==> config.mk <==
export PLATFORM = sky130hd
export DESIGN_NAME = pipe_ctrl
export DESIGN_NICKNAME = d
export VERILOG_FILES = /design/src/rtl/pipe_ctrl.sv
export SDC_FILE = /design/constraint.sdc
export NUM_CORES = 1
export LEC_CHECK = 0
export BUFFER_PORTS_ARGS = -buffer_cell sky130_fd_sc_hd__buf_2
export CORE_ASPECT_RATIO = 0.5
export CORE_MARGIN = 4
export CORE_UTILIZATION = 30
export DETAILED_ROUTE_END_ITERATION = 7
export GPL_TIMING_DRIVEN = 1
export PLACE_DENSITY = 0.77
export RECOVER_POWER = 100
export REMOVE_ABC_BUFFERS = 1
export SLEW_MARGIN = 0
export SYNTH_ARGS = -nofsm -noshare
export SYNTH_HDL_FRONTEND = slang
export SYNTH_SLANG_ARGS = --single-unit
export TNS_END_PERCENT = 5
==> constraint.sdc <==
create_clock -name clk -period 5.31 [get_ports clk]
set_input_delay 0.2655 -clock clk [delete_from_list [all_inputs] [get_ports clk]]
set_output_delay 0.2655 -clock clk [all_outputs]
set_load 0.1 [all_outputs]
==> src/rtl/pipe_ctrl.sv <==
// Pipeline sequencer: merges load-use, divider and exception stalls/flushes.
// Optional PIPE_CTRL_PERF_EN adds saturating stall/flush cycle counters.
module pipe_ctrl #(
   parameter int          DIV_CYCLES = 32,
   parameter logic [31:0] EXC_ENTRY  = 32'h0000_0100
) (
   input  logic        clk,
   input  logic        rst,
   input  logic        stallreq_id,
   input  logic        div_start,
   input  logic [4:0]  exc_code,
   input  logic [31:0] cp0_epc,
   output logic [3:0]  stall,
   output logic        flush,
   output logic        flush_im,
   output logic [31:0] cp0_excaddr,
   output logic        div_busy,
   output logic        div_ready
`ifdef PIPE_CTRL_PERF_EN
   ,
   output logic [31:0] perf_stall_cnt,
   output logic [31:0] perf_flush_cnt
`endif
);

   typedef enum logic [1:0] {
      RUN,
      DIV,
      FLUSH
   } state_t;

   localparam logic [5:0] CNT_LOAD = 6'(DIV_CYCLES - 1);

   state_t      state, state_nx;
   logic [5:0]  cnt, cnt_nx;
   logic        exc, eret;
   logic [3:0]  stall_c;
   logic        flush_c;
   logic [31:0] addr_c;
   logic        busy_c;
   logic        ready_c;
   logic        fim_c;

   assign exc  = (exc_code != 5'h10);
   assign eret = (exc_code == 5'h11);

   always_ff @(posedge clk or posedge rst) begin
      if (rst) begin
         state <= RUN;
         cnt   <= '0;
      end else begin
         state <= state_nx;
         cnt   <= cnt_nx;
      end
   end

   always_comb begin
      state_nx = state;
      cnt_nx   = cnt;
      stall_c  = 4'b0000;
      flush_c  = 1'b0;
      addr_c   = '0;
      busy_c   = 1'b0;
      unique case (state)
         RUN: begin
            if (exc) begin
               flush_c  = 1'b1;
               addr_c   = eret ? cp0_epc : EXC_ENTRY;
               state_nx = FLUSH;
            end else if (div_start) begin
               stall_c  = 4'b0111;
               busy_c   = 1'b1;
               cnt_nx   = CNT_LOAD;
               state_nx = DIV;
            end else if (stallreq_id) begin
               stall_c  = 4'b0011;
            end
         end
         DIV: begin
            // Counter is decoded for busy/ready regardless of abort.
            busy_c = (cnt != 6'd0);
            if (exc) begin
               flush_c  = 1'b1;
               addr_c   = eret ? cp0_epc : EXC_ENTRY;
               cnt_nx   = '0;
               state_nx = FLUSH;
            end else if (cnt != 6'd0) begin
               stall_c  = 4'b0111;
               cnt_nx   = cnt - 6'd1;
            end else begin
               state_nx = RUN;
            end
         end
         FLUSH: begin
            state_nx = RUN;
         end
         default: begin
            state_nx = RUN;
         end
      endcase
   end

   assign ready_c = (state == DIV) && (cnt == 6'd0);
   assign fim_c   = (state == FLUSH);

   // Reset forces every output low even though most are combinational.
   assign stall       = rst ? 4'b0000 : stall_c;
   assign flush       = rst ? 1'b0 : flush_c;
   assign cp0_excaddr = rst ? 32'h0 : addr_c;
   assign div_busy    = rst ? 1'b0 : busy_c;
   assign div_ready   = rst ? 1'b0 : ready_c;
   assign flush_im    = rst ? 1'b0 : fim_c;

`ifdef PIPE_CTRL_PERF_EN
   always_ff @(posedge clk or posedge rst) begin
      if (rst) begin
         perf_stall_cnt <= '0;
         perf_flush_cnt <= '0;
      end else begin
         if ((stall_c != 4'b0000) && (perf_stall_cnt != 32'hFFFF_FFFF))
            perf_stall_cnt <= perf_stall_cnt + 32'd1;
         if (flush_c && (perf_flush_cnt != 32'hFFFF_FFFF))
            perf_flush_cnt <= perf_flush_cnt + 32'd1;
      end
   end
`endif

endmodule
==> results.sh <==
export IMPL_nNetsFinal=230
export IMPL_post_synth_cell_area_avg_um2=7.41
export IMPL_timing_fmax_mhz=287
export IMPL_rsz0062_at_grt="false"
export IMPL_path_cells="inv_1 -> ha_1 -> or3b_2 -> o21ai_0 -> a2111oi_4 -> a41o_1 -> clkbuf_1"
export IMPL_grt_usage_pct=15.3
export IMPL_synth_compound_area_share_pct=23.1
export IMPL_start_util_pct=31.7
export IMPL_hold_viol_final=0
export IMPL_first_pass_iters=4
export IMPL_cts_htree_levels=1
export IMPL_die_y_um=45.2
export IMPL_synth_top_family_by_area="simple AND/OR/NAND/NOR gates"
export IMPL_power_density_nw_per_um2=201
export IMPL_worst_pin_slew_ns=1.23
export IMPL_cts_tree="built"
export IMPL_drtIter0Drc=180
export IMPL_die_w_um=82.4
export IMPL_worst_path_max_fanout=6
export IMPL_routed_wl_met2_mm=1.52
export IMPL_vdd_drop_max_uv=85.6
export IMPL_grt_pass1_vias=843
export IMPL_grt_pass1_wl_mm=4.30
export IMPL_fin_skew_ns=0.00302
export IMPL_final_antenna_net_count=0
export IMPL_cts_sinks=8
export IMPL_antenna_diode_count=0
export IMPL_synth_cell_types=35
export IMPL_place_area_um2=1230
export IMPL_wl_mm=3.08
export IMPL_synth_simple_gate_area_share_pct=43.4
export IMPL_total_power_uw=246
export IMPL_leakage_nw=0.549
export IMPL_max_stage_delay_ns=0.79
export IMPL_area_growth_synth_to_final_pct=47.5
export IMPL_synth_area_um2=830
export IMPL_drv_slew=0
export IMPL_num_rows=13
export IMPL_ys_warn_count=0
export IMPL_fin_crit_ns=3.48
export IMPL_required_ns=5.04
export IMPL_grt_max_degree=32
export IMPL_status="complete, no violations"
export IMPL_cp_arrival_ns=3.21
export IMPL_drc=0
export IMPL_setup_viol=0
export IMPL_fillCellCount=276
export IMPL_coreArea_um2=2620
export IMPL_critPathSlowestCell="o21ai_0"
export IMPL_highest_layer="met4"
export IMPL_finalSetupTns_ns=0
export IMPL_cts_inserted_buffers=3
export IMPL_postCtsHoldBufs=0
export IMPL_dp_hpwl_mm=2.49
export IMPL_start_kind="flip-flop"
export IMPL_wl_per_cell_um=13.8
export IMPL_synthAdderAreaFrac_pct=1.51
export IMPL_drive_gt1_share_pct=25.8
export IMPL_clock_path_buffers=2
export IMPL_critical_path_class="flip-flop to output pin"
export IMPL_path_clk_slew_ns=0.04
export IMPL_fp_dieArea_um2=3720
export IMPL_root_buffer="clkbuf_8"
export IMPL_hold_slack_ns=0.147
export IMPL_muxShareOfSynthArea_pct=0
export IMPL_grt_overflow=0
export IMPL_cts_setup_buffers=0
export IMPL_io_pins=81
export IMPL_clkLatencyLatePin_ns=0.23
export IMPL_worstSetupEndpointType="output pin"
export IMPL_final_area_um2=1220
export IMPL_synthXorXnorAreaFrac_pct=0
export IMPL_hp_class="input pin to asynchronous set/reset pin"
export IMPL_cts_resized_gates=0
export IMPL_vias=1056
export IMPL_gp_congestion=0.958
export IMPL_cap_violations=0
export IMPL_vias_per_cell=4.74
export IMPL_antenna_found_initial=0
export IMPL_synth_seq_cells=8
export IMPL_seq_area_frac_synth_pct=24.1
export IMPL_synthCells=112
export IMPL_relSlewSlack_pct=17.4
export IMPL_fin_crit_sh_pct=65.5
export IMPL_portBuffers=79
export IMPL_drt_met1_wl_mm=1.39
export IMPL_wl_met3_um=143
[routing by layer]
metal  GRT usage [%]  up-vias
met4            3.97        0
met1            23.2      486
met2            22.1       32
met3            2.39        3
li1                -      535
met5               0        -
[cells by family after synthesis]
kind of cell             Yosys count
flip-flops                         8
AND/OR/NAND/NOR                   62
adder cells (fa/ha/maj)            1
other                              1
buffers and inverters             14
AO/OA/AOI/OAI                     26
[path summary, 6_finish.rpt]
kind                       startpoint       end  slack, ns  cells after the start
setup / recovery               cnt[0]  stall[1]       1.83                      7
hold / removal                    rst  state[0]       0.15                      2
setup reg to reg               cnt[0]    cnt[0]       2.84                      6
hold reg to reg                cnt[5]    cnt[5]       0.56                      1
max in group asynchronous         rst  state[1]       4.93                      2
min in group clk            div_start    cnt[0]       0.40                      3
[cell usage in the layout (no fill, tap or decap), types with 2 or more instances in the layout]
cell type	n
inv_1	6
and2_1	31
a21oi_1	8
clkbuf_1	40
or2_2	2
clkbuf_8	3
dfrtp_1	8
nand2_1	7
nor3_1	6
nor2_1	9
a31oi_1	2
o21ai_0	4
buf_2	39
[synthesized netlist by cell type]
cell type | n | share of area [%]
o21ai_1 | 2 | 1.2
nor4_2 | 1 | 1.5
a22oi_1 | 1 | 0.91
o32ai_1 | 1 | 1.1
or3_4 | 1 | 1.4
a21boi_0 | 1 | 0.91
and2_1 | 31 | 23
nor3b_1 | 1 | 0.91
or4_1 | 1 | 0.91
or3b_2 | 1 | 1.1
o22ai_1 | 1 | 0.75
a21oi_1 | 8 | 4.8
buf_4 | 2 | 1.8
o32a_1 | 1 | 1.2
a211o_1 | 1 | 1.1
o2bb2ai_1 | 1 | 1.1
ha_1 | 1 | 1.5
clkbuf_1 | 5 | 2.3
inv_1 | 6 | 2.7
a2111oi_4 | 1 | 3.3
buf_2 | 1 | 0.60
a31oi_1 | 2 | 1.5
o31ai_1 | 1 | 0.91
nor2_1 | 9 | 4.1
o21ai_0 | 2 | 1.2
conb_1 | 1 | 0.45
nand2_1 | 7 | 3.2
dfrtp_1 | 8 | 24
or2_2 | 2 | 1.5
nor3_1 | 6 | 3.6
a211oi_1 | 1 | 0.91
nor4_1 | 1 | 0.75
or4b_1 | 1 | 1.2
o31a_1 | 1 | 1.1
a41o_1 | 1 | 1.2
[area by class of cell]
cell class	instances	area [um2]	area share, %
clock buffer	3	41.3	3.37
inverter	6	22.5	1.84
multi-input combinational	90	568	46.4
sequential	8	200	16.4
tap	37	46.3	3.78
timing repair buffer	79	345	28.2
[flip-flops by register name, summed over array words and instances (netlist names)]
signal / flops
cnt: 6
state: 2
[power breakdown]
part | internal [mW] | switching [mW] | leakage [nW]
registers | 0.0701 | 0.0153 | 0.0965
logic | 0.0249 | 0.0611 | 0.431
clock network | 0.0493 | 0.0258 | 0.0216
total | 0.144 | 0.102 | 0.549
[critical path, delay by kind of cell (launching register included)]
kind | cells | cell delay [ns]
adders and majority gates | 1 | 0.24
AOI/OAI and AO/OA | 3 | 1.23
buffers and inverters | 2 | 0.62
DFF | 1 | 0.40
and+or+nand+nor | 1 | 0.48
[metrics by stage]
stage	setup slack (ns)	cells	utilization [%]
2_1_floorplan	1.18	104	-
3_3_place_gp	2.43	220	47.1
3_5_place_dp	2.36	220	47.1
4_1_cts	2.34	223	48.6
5_1_grt	1.66	223	46.7
6_report	1.83	223	46.7
No activity file was read; power rests on OpenSTA's default activity.
